File: config.mk
export PLATFORM = sky130hd
export DESIGN_NAME = codebook_fetch
export DESIGN_NICKNAME = d
export VERILOG_FILES = /design/src/rtl/pvr_pkg.sv /design/src/rtl/codebook_fetch.sv
export SDC_FILE = /design/constraint.sdc
export NUM_CORES = 1
export LEC_CHECK = 0
export BUFFER_PORTS_ARGS = -buffer_cell sky130_fd_sc_hd__buf_2
export CAP_MARGIN = 10
export CORE_MARGIN = 5
export CORE_UTILIZATION = 51
export DETAILED_ROUTE_END_ITERATION = 8
export GPL_ROUTABILITY_DRIVEN = 0
export PLACE_DENSITY = 0.81
export SETUP_SLACK_MARGIN = 0.15
export SYNTH_ARGS = -nofsm -noshare
export SYNTH_HDL_FRONTEND = slang
export SYNTH_SLANG_ARGS = --single-unit
File: constraint.sdc
create_clock -name clock -period 2.3 [get_ports clock]
set_clock_uncertainty 0.05 [all_clocks]
set_input_delay 0.69 -clock clock [delete_from_list [all_inputs] [get_ports clock]]
set_output_delay 0.69 -clock clock [all_outputs]
set_load 0.1 [all_outputs]
File: src/rtl/pvr_pkg.sv
// Shared types and constants for the PVR texture-memory side blocks.
package pvr_pkg;

   typedef enum logic [1:0] {
      IDLE = 2'd0,
      REQ  = 2'd1,
      DATA = 2'd2,
      HOLD = 2'd3
   } fetch_state_t;

   localparam int CB_WORDS = 256;
   localparam int BCNT_W   = 7;

endpackage

File: src/rtl/codebook_fetch.sv
// VQ codebook refill fetcher: bursts codebook words out of VRAM and streams
// them to the codebook cache one word per vram_valid pulse.
//
// state | meaning
// IDLE  | waiting for a cache refill request
// REQ   | burst request raised, waiting for mem_ack
// DATA  | draining beats of the accepted burst
// HOLD  | all words delivered, waiting for codebook_wait to fall
module codebook_fetch
   import pvr_pkg::*;
#(
   parameter int BURST_LEN = 8,
   parameter int MEM_AW    = 21
) (
   input  logic              clock,
   input  logic              reset_n,
   input  logic              codebook_wait,
   input  logic [7:0]        ram_read_offset,
   input  logic [23:0]       cb_base_addr,
   output logic              mem_req,
   output logic [MEM_AW-1:0] mem_addr,
   output logic [BCNT_W-1:0] mem_burstcnt,
   input  logic              mem_ack,
   input  logic [63:0]       mem_rdata,
   input  logic              mem_rvalid,
   output logic              vram_valid,
   output logic [63:0]       cache_din,
   output logic              fetch_busy
);

   fetch_state_t      state;
   fetch_state_t      state_nxt;
   logic [MEM_AW-1:0] cur_addr;
   logic [8:0]        remaining;
   logic [BCNT_W-1:0] beats;
   logic              abort;
   logic [BCNT_W-1:0] burst_len;
   logic              beat;
   logic              last_beat;
   logic              deliver;
   logic              unused_addr_bits;

   assign unused_addr_bits = ^cb_base_addr[2:0];

   always_comb begin
      burst_len = BCNT_W'(BURST_LEN);
      if (remaining < 9'(BURST_LEN))
         burst_len = remaining[BCNT_W-1:0];
   end

   assign beat      = (state == DATA) && mem_rvalid;
   assign last_beat = beat && (beats == BCNT_W'(1));
   // Once the cache has dropped its request, beats are drained silently.
   assign deliver   = beat && codebook_wait && !abort;

   always_comb begin
      state_nxt    = state;
      mem_req      = 1'b0;
      mem_addr     = '0;
      mem_burstcnt = '0;
      fetch_busy   = (state != IDLE);
      case (state)
         IDLE: begin
            if (codebook_wait)
               state_nxt = REQ;
         end
         REQ: begin
            mem_req      = 1'b1;
            mem_addr     = cur_addr;
            mem_burstcnt = burst_len;
            if (mem_ack)
               state_nxt = DATA;
         end
         DATA: begin
            if (last_beat) begin
               if (abort || !codebook_wait)
                  state_nxt = IDLE;
               else if (remaining == 9'd1)
                  state_nxt = HOLD;
               else
                  state_nxt = REQ;
            end
         end
         HOLD: begin
            if (!codebook_wait)
               state_nxt = IDLE;
         end
         default: state_nxt = IDLE;
      endcase
   end

   always_ff @(posedge clock or negedge reset_n) begin
      if (!reset_n) begin
         state      <= IDLE;
         cur_addr   <= '0;
         remaining  <= '0;
         beats      <= '0;
         abort      <= 1'b0;
         vram_valid <= 1'b0;
         cache_din  <= '0;
      end else begin
         state      <= state_nxt;
         vram_valid <= deliver;

         if (state == IDLE && codebook_wait) begin
            cur_addr  <= MEM_AW'(cb_base_addr[23:3]) + MEM_AW'(ram_read_offset);
            remaining <= 9'(CB_WORDS) - {1'b0, ram_read_offset};
            abort     <= 1'b0;
         end

         if ((state == REQ || state == DATA) && !codebook_wait)
            abort <= 1'b1;

         if (state == REQ && mem_ack)
            beats <= burst_len;

         if (beat) begin
            beats     <= beats - BCNT_W'(1);
            remaining <= remaining - 9'd1;
            cur_addr  <= cur_addr + MEM_AW'(1);
         end

         if (deliver)
            cache_din <= mem_rdata;
      end
   end

endmodule

# Word-level counts from Yosys, hierarchy flattened
# Index checks and enable logic that the tools add are counted.
[word_totals] register_bits=105 wordCells=58 in_bits=101 out_inout_bits=95
[op_classes] n_reduce_logical=17 n_eq_ne=9 mux=19 addsub=5 magnitude_cmp=1
[op_table] operator="2-to-1 mux 21 bit" count=3
[op_table] operator="2-to-1 mux 7 bit" count=4
[op_table] operator="adder 21 x 1 -> 21 bit (second input constant)" count=1
[op_table] operator="adder 21 x 8 -> 21 bit" count=1
[op_table] operator="2-to-1 mux 9 bit" count=2
[op_table] operator="2-to-1 mux 2 bit" count=6
[op_table] operator="== test 9 x 1 -> 1 bit (second input constant)" count=1
[op_table] operator="less-than comparator 9 x 4 -> 1 bit (second input constant)" count=1
[op_table] operator="subtractor 9 x 1 -> 9 bit (second input constant)" count=1
[op_table] operator="subtractor 9 x 8 -> 9 bit (first input constant)" count=1
[op_table] operator="inequality test 2 bit (second input constant)" count=4
[op_table] operator="one-hot mux 2 bit (4 select lines)" count=1
[op_table] operator="nonzero test 2 bit" count=4
[op_table] operator="== test 7 x 1 -> 1 bit (second input constant)" count=1
[op_table] operator="logical AND 1 bit" count=7
[op_table] operator="subtractor 7 x 1 -> 7 bit (second input constant)" count=1
[op_table] operator="== test 2 bit (second input constant)" count=2
[op_table] operator="AND reduction 4 bit" count=1
[op_table] operator="2-to-1 mux 1 bit" count=3
[op_table] operator="== test 2 x 1 -> 1 bit (second input constant)" count=1
[op_table] operator="zero test 1 bit" count=2
[op_table] operator="zero test 2 bit" count=1
[op_table] operator="logical OR 1 bit" count=2

# Logic depth before layout (Yosys ltp)
[logic_depth] word_depth=5 depth_mapped=10 mapped_depth_nobuf=9

# Worst setup path before layout
# Ideal clock, no wire load.
[synth_path] kind="reg2out" start="reg state[1]" end="out mem_burstcnt[3]" n_path_buf=1 stages_incl_launch_ff=5 path_slack_ns=-1.401 t_required_ns=1.560 arrival_time_ns=2.961 cell_sequence="dfrtp_1 inv_1 ha_1 clkbuf_1 nor2b_1"
[synth_via] elab_chain_cells=2
[synth_lines] element="from (decl)" line="codebook_fetch.sv:31" source="fetch_state_t state;"
[synth_lines] element="from (signal assigned)" line="codebook_fetch.sv:102" source="state <= state_nxt;"
[synth_lines] element="== test 2 x 1 -> 1 bit" line="codebook_fetch.sv:62" source="case (state)"
[synth_lines] element="2-to-1 mux 7 bit" line="codebook_fetch.sv:62"
[synth_lines] element="to (decl)" line="codebook_fetch.sv:22" source="output logic [BCNT_W-1:0] mem_burstcnt,"
# No other way between the ends.

# Worst setup path after layout
[layout_path] start="reg remaining[7]" end="out mem_burstcnt[1]"
[layout_via] elab_chain_cells=3
[layout_lines] element="from (decl)" line="codebook_fetch.sv:34" source="logic [8:0] remaining;"
[layout_lines] element="from (signal assigned)" line="codebook_fetch.sv:107" source="remaining <= 9'(CB_WORDS) - {1'b0, ram_read_offset};"
[layout_lines] element="from (signal assigned)" line="codebook_fetch.sv:119" source="remaining <= remaining - 9'd1;"
[layout_lines] element="less-than comparator 9 x 4 -> 1 bit" line="codebook_fetch.sv:47" source="if (remaining < 9'(BURST_LEN))"
[layout_lines] element="2-to-1 mux 7 bit" line="codebook_fetch.sv:47"
[layout_lines] element="2-to-1 mux 7 bit" line="codebook_fetch.sv:62"
# No other way between the ends.

==> metrics.txt <==
outcome finished with violations; failing checks setup timing; CTS Buffer Depth 2; vias in the first global route ~5,800; Area after DPL ~0.0076 mm^2; Design Area, Final between 0.008 and 0.009 mm^2; Post-Syn Area around 0.0056 mm^2; post-DP HPWL roughly 13,000 um; synth warn 0; DRC 0; worst relative slew slack between 60% and 70%; Multi-input gate area 0.003083 mm^2; synth top area cells dfrtp_1, nand2_1, ha_1; fillcell total 786; post-synthesis sequential area ratio 46.54%; Die Y between 100 and 150 um; layout cells sized above 1 between 30% and 40%; initial drt markers 433; clk_lat worst skew ~360 ps; Starting Density between 50% and 60%; Inserted Clock Buffers 9; port bufs approximately 190; core area between 0.01 and 0.015 mm^2; CP startpoint kind register; Routed Wire Length approximately 18,000 um; drt pass-1 iters 5; Synth top area share a little under half; f_max just under 400 MHz; Register Area around 0.0026 mm^2; CP Class register to output port; Tightest Hold Check Type primary input to asynchronous set/reset pin; area grow syn2layout 44.19%; CTS tree yes; Final TNS setup -2353 ps; Final Hold Viols 0; Final Setup Violations 25; critical path arrival 1810 ps; Tmin final 2548 ps; Die W about 120 um; initial antenna violation count 0; period utilization 110.8%; count leader, synth nand2_1; vias per cell between 5 and 6; pin count of the biggest net entering global routing 66; Worst setup EP type output port; Avg WL per Cell between 15 and 20 um; final max-slew violation count 0; Top Ports a little under 200; Synth async-reset ratio 100.0%; RSZ-0062 raised after global routing true; mean post-synth cell area ~8.5 um^2; area leader, netlist dfrtp_1; Post-DRT Antenna Nets 0; EDFF count, synth 0; Clk pin slew, worst setup/hold paths about 100 ps; H-tree depth 3; commonest cells in the synthesized netlist nand2_1, dfrtp_1, a21oi_1; first-pass GRT wire length 27,430 um; #FFs+latches synth ~110; clk root buf clkbuf_8; max_cap viols 0; cell count after synthesis between 600 and 700; FF-to-FF setup slack 240 ps; Inst Count DP 1,011; Req. time, crit path roughly 1600 ps; number of diodes 0; via count 5,834; GRT overflow 0; hold_ws 41.82 ps; path depth of the worst reg2reg path 9; worst reg2reg endpoint cur_addr[14]; Yosys cell types 61; filler-free cell count of the finished design 1,048; worst-path fanout max 5; setup slack after layout -248.2 ps; worst r2r src state[0]; Total GRT Usage between 20% and 30%; Synth Flop Type dfrtp_1; CTS Sinks between 100 and 150; die area 0.01327 mm^2; Net count, final around 1,000; worst-margin pin slew a little over 500 ps; FP Rows 38
[per-layer routing]
metal | up-vias | wire length, um | GRT usage (%)
li1 | 2725 | - | -
met1 | 2773 | 6612 | 32.02
met2 | 281 | 9069 | 44.68
met3 | 55 | 1323 | 4.263
met4 | 0 | 567 | 9.546
met5 | - | 0 | 0
[worst max-delay path by stage]
stage / endpoint / slack (ps) / from / cells past startpoint
6_report: mem_burstcnt[1] / -250 / remaining[7] / 4
3_3_place_gp: cur_addr[14] / -230 / ram_read_offset[0] / 10
4_1_cts: mem_burstcnt[1] / -250 / remaining[7] / 4
5_1_grt: mem_burstcnt[0] / -320 / remaining[7] / 4
2_1_floorplan: cur_addr[14] / -80 / ram_read_offset[0] / 9
3_5_place_dp: cur_addr[14] / -390 / ram_read_offset[0] / 10
[cells in the final DEF, fill, tap and decap left out, types with 4 or more instances in the layout]
cell type / count
and3_1: 5
a311oi_1: 4
and2_4: 22
nand2b_1: 5
o21ai_0: 20
o22ai_1: 6
xor2_1: 12
nand3_1: 18
nand2_1: 223
ha_1: 10
inv_1: 13
a21oi_1: 40
buf_4: 59
buf_2: 160
ha_4: 7
dfrtp_1: 105
clkbuf_8: 9
buf_12: 33
nand4_1: 6
nor2_1: 30
o41ai_1: 4
a221oi_1: 4
o211ai_1: 6
nor3_1: 8
xnor2_1: 8
or3_1: 4
[registers in the layout (all words and copies together) (netlist names)]
| name | count |
|---|---|
| cur_addr | 21 |
| remaining | 9 |
| beats | 7 |
| cache_din | 64 |
| abort | 1 |
| vram_valid | 1 |
| state | 2 |
[what timing repair did]
action	in CTS	in global routing
resized for setup	16	11
cloned	2	1
pin swaps	1	11
buffers inserted	10	8
hold buffers	0	0
setup endpoints to repair	37	55
[cells by family after synthesis]
kind of cell	after synthesis	synth area share (%)
AND/OR/NAND/NOR	351	28.08
XOR/XNOR	20	3.103
adder cells (fa/ha/maj)	19	4.344
multiplexers	4	0.8200
flip-flops	105	46.54
AO/OA/AOI/OAI	115	13.28
other	1	0.06643
buffers and inverters	50	3.767
[final cells by class]
type / instances / area share (%)
Clock buffer: 9 / 1.522
Tap cell: 140 / 2.152
Clock inverter: 7 / 0.6302
Inverter: 18 / 0.8915
Multi-Input combinational cell: 512 / 37.87
Sequential cell: 105 / 32.28
Timing Repair Buffer: 257 / 24.65
[worst max-delay path, cell delays in order (launching register included)]
cell and delay [ps]:
dfrtp_1 400, or3_4 410, nor3_4 220, and3_4 250, buf_12 170
[through the flow]
step	setup slack, ps	util [%]
2_1_floorplan	-79.45	-
3_3_place_gp	-231.9	70.31
3_5_place_dp	-385.8	70.31
4_1_cts	-249.6	73.78
5_1_grt	-321.7	75.09
6_report	-248.2	75.09
Power is not shown: default switching activity piles up to over one toggle a cycle in this logic, so the estimate is an artifact.
